### src/rtl/branch_hazard_ctrl.sv
// ID-stage branch/JR hazard sequencer: stalls for in-flight operands, then steers MEM forwarding and PC redirect.
// Optional BRCTL_DELAY_SLOT_EN: branch delay slot, the IF/ID instruction is never squashed.
module branch_hazard_ctrl #(
  parameter int REG_W = 5
) (
  input  logic             clk,
  input  logic             reset,
  input  logic             id_valid,
  input  logic             id_branch,
  input  logic             id_jr,
  input  logic             id_jump,
  input  logic             id_uses_rt,
  input  logic [REG_W-1:0] id_rs,
  input  logic [REG_W-1:0] id_rt,
  input  logic             ex_regwrite,
  input  logic             ex_memread,
  input  logic [REG_W-1:0] ex_rd,
  input  logic             mem_regwrite,
  input  logic             mem_memread,
  input  logic [REG_W-1:0] mem_rd,
  input  logic             taken,
  output logic             stall,
  output logic             id_ex_bubble,
  output logic             if_flush,
  output logic             pc_redirect,
  output logic             fwd_a,
  output logic             fwd_b
);

  typedef enum logic [1:0] {IDLE, HOLD, RESOLVE} state_t;

  state_t     state, state_nxt;
  logic [1:0] cnt, cnt_nxt;
  logic [1:0] need;
  logic       ctl;
  logic       rs_live, rt_live;
  logic       ex_hit, mem_ld_hit;
  logic       stall_c, resolve_c;

  // Register 0 is hardwired, so it never creates a dependency or a forward.
  assign rs_live    = (id_rs != '0);
  assign rt_live    = id_uses_rt & (id_rt != '0);
  assign ctl        = id_valid & (id_branch | id_jr);

  assign ex_hit     = ex_regwrite & ((rs_live & (ex_rd == id_rs)) |
                                     (rt_live & (ex_rd == id_rt)));
  assign mem_ld_hit = mem_memread & ((rs_live & (mem_rd == id_rs)) |
                                     (rt_live & (mem_rd == id_rt)));

  always_comb begin
    if (ex_hit & ex_memread)                     need = 2'd2;
    else if ((ex_hit & ~ex_memread) | mem_ld_hit) need = 2'd1;
    else                                         need = 2'd0;
  end

  // NOTE: every signal driven here gets a default first, so no path can leave it unassigned and infer a latch.
  always_comb begin
    state_nxt = state;
    cnt_nxt   = cnt;
    stall_c   = 1'b0;
    resolve_c = 1'b0;
    unique case (state)
      IDLE: begin
        if (ctl) begin
          if (need == 2'd0) begin
            resolve_c = 1'b1;
          end else begin
            cnt_nxt   = need;
            state_nxt = HOLD;
          end
        end else if (id_valid & id_jump) begin
          resolve_c = 1'b1;
        end
      end
      HOLD: begin
        if (!id_valid) begin
          cnt_nxt   = 2'd0;
          state_nxt = IDLE;
        end else begin
          stall_c = 1'b1;
          cnt_nxt = cnt - 2'd1;
          if (cnt <= 2'd1) state_nxt = RESOLVE;
        end
      end
      RESOLVE: begin
        resolve_c = 1'b1;
        state_nxt = IDLE;
      end
      default: begin
        cnt_nxt   = 2'd0;
        state_nxt = IDLE;
      end
    endcase
  end

  // NOTE: state registers use non-blocking assignments so every flop samples pre-edge values.
  always_ff @(posedge clk) begin
    if (reset) begin
      state <= IDLE;
      cnt   <= 2'd0;
    end else begin
      state <= state_nxt;
      cnt   <= cnt_nxt;
    end
  end

  // Reset masks everything so an aborted hold never leaks a stall or redirect.
  assign stall        = ~reset & stall_c;
  assign id_ex_bubble = ~reset & stall_c;
  assign pc_redirect  = ~reset & resolve_c & (taken | id_jump);
  assign fwd_a        = ~reset & resolve_c & mem_regwrite & ~mem_memread &
                        rs_live & (mem_rd == id_rs);
  assign fwd_b        = ~reset & resolve_c & mem_regwrite & ~mem_memread &
                        rt_live & (mem_rd == id_rt);

`ifdef BRCTL_DELAY_SLOT_EN
  assign if_flush = 1'b0;
`else
  assign if_flush = pc_redirect;
`endif

endmodule

### config.mk
export PLATFORM = sky130hd
export DESIGN_NAME = branch_hazard_ctrl
export DESIGN_NICKNAME = d
export VERILOG_FILES = /design/src/rtl/branch_hazard_ctrl.sv
export SDC_FILE = /design/constraint.sdc
export NUM_CORES = 1
export LEC_CHECK = 0
export ABC_AREA = 0
export CORE_UTILIZATION = 36
export CTS_BUF_LIST = sky130_fd_sc_hd__clkbuf_4 sky130_fd_sc_hd__clkbuf_8
export CTS_CLUSTER_SIZE = 10
export DETAILED_ROUTE_END_ITERATION = 8
export PLACE_DENSITY_LB_ADDON = 0.12
export SLEW_MARGIN = 20
export SYNTH_ARGS = -nofsm -noshare
export SYNTH_HDL_FRONTEND = slang
export SYNTH_SLANG_ARGS = --single-unit
export TNS_END_PERCENT = 50
### constraint.sdc
create_clock -name clk -period 1.8 [get_ports clk]
set_input_delay 0.18 -clock clk [delete_from_list [all_inputs] [get_ports clk]]
set_output_delay 0.18 -clock clk [all_outputs]
set_load 0.05 [all_outputs]
==> results of run 1 <==
## sequential cells by signal, summed over array words and instances, names as in the netlist
| name | count |
|---|---|
| cnt | 2 |
| state | 2 |
## what timing repair did
item	4_1_cts	5_1_grt
buffers inserted	1	1
gates resized for setup	41	16
pin swaps	14	7
gates cloned	0	0
setup endpoints to repair	7	5
## power by group
group	internal (mW)	total, mW	switching (mW)
Sequential	0.0903	0.0915	0.00121
Clock	0.0745	0.110	0.0357
Combinational	0.131	0.234	0.104
Total	0.295	0.436	0.141
## worst reg2reg max path, delay by kind of cell (launching register included)
| family | cells | cell delay, ns |
|---|---|---|
| AO/OA/AOI/OAI | 2 | 0.19 |
| flip-flops | 1 | 0.35 |
| buffers and inverters | 2 | 0.26 |
| multiplexers | 1 | 0.23 |
| AND/OR/NAND/NOR | 3 | 0.38 |
## cell type report
type,instances,area [µm²]
well taps,15,18.8
multi-input cells,68,579
flip-flops and latches,4,80.1
clock buffers,3,22.5
fillers,46,77.6
repair buffers,60,581
inverters,2,7.51
## stage by stage
stage          setup slack [ns]  instance area, µm²
6_report                 -0.274                1290
5_1_grt                  -0.312                1290
4_1_cts                  -0.290                1250
3_5_place_dp             -0.675                1210
3_3_place_gp             -0.625                1210
2_1_floorplan            -0.382                 622
## logic make-up after synthesis
group	after synthesis	synth area share [%]
and+or+nand+nor	34	32.0
xor gates and xnor gates	20	31.3
AOI/OAI and AO/OA	12	14.3
buffers and inverters	4	4.03
DFF	4	14.3
muxes	1	1.79
adders and majority gates	1	2.24
## synth_stat cells
cell type / n / area share, %
o22ai_1: 1 / 1.1
a211o_1: 1 / 1.6
a21oi_1: 3 / 2.7
nand2b_1: 2 / 2.2
nand3b_1: 1 / 1.3
xor2_1: 8 / 13
and3_1: 1 / 1.1
nor4_1: 2 / 2.2
o21ai_0: 2 / 1.8
or2_1: 1 / 1.1
nand4_1: 4 / 4.5
dfxtp_1: 4 / 14
buf_4: 2 / 2.7
nor2_1: 7 / 4.7
xnor2_1: 12 / 19
mux2i_1: 1 / 1.8
nor2b_1: 1 / 1.1
nand2_1: 5 / 3.4
nand3_1: 1 / 0.89
a21oi_2: 1 / 1.6
inv_1: 2 / 1.3
a211oi_1: 1 / 1.3
o21a_1: 1 / 1.3
o21bai_1: 1 / 1.3
nor3_1: 6 / 5.4
or4_1: 2 / 2.7
or3_2: 1 / 1.3
ha_1: 1 / 2.2
o31a_1: 1 / 1.6
## cell usage in the layout, fill, tap and decap left out, types with 5 or more instances in the layout
master            n
nand2_1           5
buf_6             6
nor3_1            5
clkdlybuf4s50_1  10
buf_4            20
xnor2_1          10
buf_12            6
xor2_1            6
dlygate4sd2_1    12
nor2_1            6
## final timing paths
check             cells past startpoint                   to                  start
setup / recovery                      8                fwd_b               id_rt[3]
hold / removal                        1  cnt[0]$_SDFFE_PP0P_    cnt[0]$_SDFFE_PP0P_
setup reg to reg                      8  cnt[1]$_SDFFE_PP0P_  state[1]$_SDFFE_PP0P_
hold reg to reg                       1  cnt[0]$_SDFFE_PP0P_    cnt[0]$_SDFFE_PP0P_
## routing by layer
| layer | GRT usage, % | routed length, µm |
|---|---|---|
| met3 | 6.96 | 120 |
| met5 | 0 | 0 |
| met1 | 30.4 | 964 |
| met4 | 6.45 | 119 |
| met2 | 51.9 | 1310 |
==> results.txt, run 1 <==
Core area: 1370 µm²
# nets final: 172
DRC marker count from the first detailed-route iteration: 23
Setup tns final: -0.926 ns
Final Skew: 0.00706 ns
Initial cell density of the core: 40.9%
Placed cell count: 147
Final Cycle Share: 115%
Post-DP HPWL: 1800 µm
Largest net degree at the start of global routing: 9
Fin cells: 152
Initial antenna violation count: 0
Clk sinks: 4
Diode count: 0
Yosys cell types: 29
Max Transition Viols Final: 0
Pwr Total: 436 µW
PnR worst setup slack: -0.274 ns
CP cell instances: buf_6, or4_4, nor2_4, or3_4, a21oi_4, or2_4, nor4_4, buf_12
CTS Buf Count: 3
Cell area power density: 338 nW/µm²
# hold bufs at CTS: 0
Die Footprint: 1720 µm²
Worst-path maximum fanout: 3
DR vias: 857
Vias in the first global route: 823
Kind of cell adding the most delay to the critical path: simple AND/OR/NAND/NOR gates
Clock buffer depth: 2
FMAX: 482 MHz
Routed len/inst: 16.5 µm
# DRC: 0
Post-DR vias/cell: 5.64
Buffers plus inverters on the worst setup path: 2
TritonRoute pass-1 iters: 4
Final Core Density: 94.3%
Failing checks: setup timing
Status: complete, but fails checks
Ports: 38
Hold WC Path Type: flop to flop
Die height: 41.4 µm
Max-Cap Viols: 0
Cells after Synth: 76
CP Launch Type: input port
Slew HR: 81.1%
Clk slew on worst S/H paths: 0.03 ns
WL final: 2520 µm
Final estimated routing congestion in global placement: 0.901
DIE WIDTH: 41.4 µm
IO buf count: 37
Min Hold Slack: 0.512 ns
Mapped Nets: 109
Clk Latency, worst-skew pair: 0.24 ns
Global-route wire length before repair: 3620 µm
CTS tree: built
Slowest cell on the critical path: or4_4
Endpoints failing hold: 0
Root Buffer: clkbuf_4
Seq/Total Area, Yosys: 14.3%
Mean post-synth cell area: 7.36 µm²
CP max stage delay: 0.53 ns
H-tree depth: 1
Crit path required time: 1.62 ns
Flop and latch count out of synthesis: 4
Total track usage: 27.6%
Worst vdd ir: 0.000476 V
Slew @ Worst Pin: 0.281 ns
Final min period: 2.07 ns
Mapped Area: 559 µm²
CP arrival: 1.89 ns
Gr ovfl total: 0
Count of final setup violators: 4
Critical path class: input port to output pin
Antenna viol nets, final: 0
Flop2flop setup slack: 0.30 ns
# rows: 13
Layout cells sized above 1: 39.4%
Layout area overhead: 130%
Unrepaired setup endpoints after global routing: yes
Critical Path End Type: output pin
Yosys warns: 0
Lkg Pwr: 0.545 nW
Power figures use the tool's default switching activity.
==> inputs of run 2 (changes only) <==
Settings changed: CORE_UTILIZATION 36 to 40, DONT_BUFFER_PORTS set to 1, HOLD_SLACK_MARGIN set to 0.05.
Clock period 1.8 ns to 2.05 ns, I/O delays scaled along.
==> results.txt, run 2 (same netlist as run 1, synthesis figures left out) <==
Worst setup path startpoint: id_rt[4]
Routed len/inst: 12.7 µm (-23%)
Layer carrying the most global-route usage: met2
# DRC: 0 (unchanged)
IO buf count: 0 (-100%)
Clk Latency, worst-skew pair: 0.24 ns (about the same)
Worst-path maximum fanout: 3 (unchanged)
CTS Buf Count: 3 (unchanged)
# nets final: 122 (-29%)
Fin cells: 102 (-33%)
WL final: 1290 µm (-49%)
Post-DP HPWL: 1150 µm (-36%)
Final estimated routing congestion in global placement: 0.701 (-22%)
Max Transition Viols Final: 0 (unchanged)
Crit path required time: 1.85 ns (+0.23 ns)
Clk sinks: 4 (unchanged)
Layout cells sized above 1: 25.3% (-14 points)
Met1 Use GR: 25.3% (-5.1 points)
Flop2flop setup slack: 0.53 ns (+0.23 ns)
Root Buffer: clkbuf_4
Count of final setup violators: 0 (-4)
Initial antenna violation count: 0 (unchanged)
M2 GR Usage: 31.3% (-21 points)
Setup tns final: 0 ns (+0.926 ns)
Endpoints failing hold: 0 (unchanged)
DR vias: 563 (-34%)
Diode count: 0 (unchanged)
# rows: 13 (unchanged)
Clock buffer depth: 2 (unchanged)
Max-Cap Viols: 0 (unchanged)
TritonRoute pass-1 iters: 2 (-2)
FMAX: 498 MHz
Critical path class: input port to output pin
Commonest cells after routing, fill and taps aside: 12 x xnor2_1, 8 x xor2_1, 6 x nor2_1, 6 x buf_4
Final min period: 2.01 ns
Placed cell count: 97 (-34%)
Slew @ Worst Pin: 0.884 ns (+0.603 ns)
Final Skew: 0.00332 ns (-0.00374 ns)
CTS tree: built
CP arrival: 1.80 ns (-0.09 ns)
Slew HR: 40.4% (-41 points)
DRC marker count from the first detailed-route iteration: 4 (-83%)
Crit path capture: fwd_b
Worst vdd ir: 0.000239 V (-50%)
Pwr Total: 268 µW (-39%)
DIE WIDTH: 39.4 µm (-4.9%)
Fill cell count: 130 (+180%)
H-tree depth: 1 (unchanged)
Hold WC Path Type: input port to flop
Most common cell after layout, fill and taps aside: xnor2_1
Post-DR vias/cell: 5.52 (-2.1%)
Regs by FF count: cnt (2), state (2)
Cell area power density: 342 nW/µm² (+1.1%)
Reg2reg start: state[1]$_SDFFE_PP0P_
Die height: 39.4 µm (-4.9%)
Initial cell density of the core: 43.0% (+2.0 points)
Unrepaired setup endpoints after global routing: yes
CP Launch Type: input port
Worst r2r path cells: 8 (unchanged)
Largest net degree at the start of global routing: 9 (unchanged)
Lkg Pwr: 0.272 nW (-50%)
Clk slew on worst S/H paths: 0.04 ns (about the same)
Total track usage: 19.0% (-8.6 points)
GR met3 Demand/Resource: 6.25% (-0.71 points)
FF-to-FF End: cnt[1]$_SDFFE_PP0P_
Layout area overhead: 39.8%
Core area: 1300 µm² (-4.8%)
Antenna viol nets, final: 0 (unchanged)
Critical Path End Type: output pin
Gr ovfl total: 0 (unchanged)
Die Footprint: 1550 µm² (-9.5%)
Final Cycle Share: 98.0%
Vias in the first global route: 520 (-37%)
Global-route wire length before repair: 2030 µm (-44%)
Ports: 38 (unchanged)
Status: completed
## run 2: changes by cell type in the layout (fill, tap and decap cells not counted), moves of 3 or more
cell | previous run | this run
clkdlybuf4s50_1 | 10 | 0
dlygate4sd2_1 | 12 | 0
buf_6 | 6 | 0
buf_4 | 20 | 6
clkbuf_2 | 4 | 0
buf_12 | 6 | 3
## run 2: routing by layer
metal / wire [µm] / share of wire, % / up-vias
li1: - / - / 292
met1: 571 / 44 / 244
met2: 611 / 47 / 27
met3: 110 / 8.5 / 0
met4: 0 / 0 / 0
met5: 0 / 0 / -
## run 2: area by class of cell
class | instances | area, µm² | share of cell area (%)
well taps | 15 | 18.8 | 2.40
flip-flops and latches | 4 | 80.1 | 10.2
inverters | 2 | 7.51 | 0.960
repair buffers | 10 | 115 | 14.7
multi-input cells | 68 | 538 | 68.8
clock buffers | 3 | 22.5 | 2.88
## run 2: worst max-delay path: stages
cell,delay (ns)
or4_4,0.52
nor2_4,0.10
or3_4,0.14
a21oi_4,0.05
or2_4,0.29
nor4_4,0.32
buf_12,0.18
## run 2: worst min-delay path by stage
stage,from,endpoint,cells past startpoint
6_report,reset,cnt[0]$_SDFFE_PP0P_,2
5_1_grt,reset,cnt[0]$_SDFFE_PP0P_,2
4_1_cts,reset,cnt[0]$_SDFFE_PP0P_,2
3_5_place_dp,reset,state[0]$_SDFFE_PP0P_,1
3_3_place_gp,reset,state[0]$_SDFFE_PP0P_,1
2_1_floorplan,reset,state[0]$_SDFFE_PP0P_,1
## run 2: power breakdown
part	leakage, nW	internal, mW	switching [mW]
registers	0.0322	0.0792	0.00104
clock network	0.0138	0.0656	0.0333
logic	0.226	0.0461	0.0424
total	0.272	0.191	0.0767
## run 2: stage by stage
stage                     setup WS (ns)  cell area, µm²  hold slack (ns)  utilization [%]
after global routing            -0.0377             782            0.158             60.1
final                            0.0411             782            0.148             60.1
after floorplan                  -0.182             622            0.274                -
after detailed placement       -0.00377             719            0.279             55.3
after global placement           0.0233             719            0.276             55.3
after CTS                       0.00510             752            0.152             57.8
## run 2: timing repair
| action | CTS | global route |
|---|---|---|
| hold endpoints to repair | 1 | 0 |
| setup endpoints to repair | 1 | 1 |
| pin swaps | 1 | 6 |
| hold buffers | 1 | 0 |
| setup buffers | 0 | 1 |
| resized for setup | 0 | 5 |
==> inputs of run 3 (changes only) <==
Clock period 2.05 ns to 2 ns, I/O delays scaled along.
==> results of run 3 <==
Same layout as run 2 (identical final DEF). Status: completed.
Among the figures that moved: setup slack after placement -0.00377 ns -> -0.0438 ns; setup slack after layout 0.0411 ns -> 0.00113 ns; hold slack 0.148 ns -> 0.143 ns; register-to-register setup slack 0.53 ns -> 0.48 ns; total power 0.268 mW -> 0.274 mW; worst IR drop on VDD 0.000239 V -> 0.000245 V
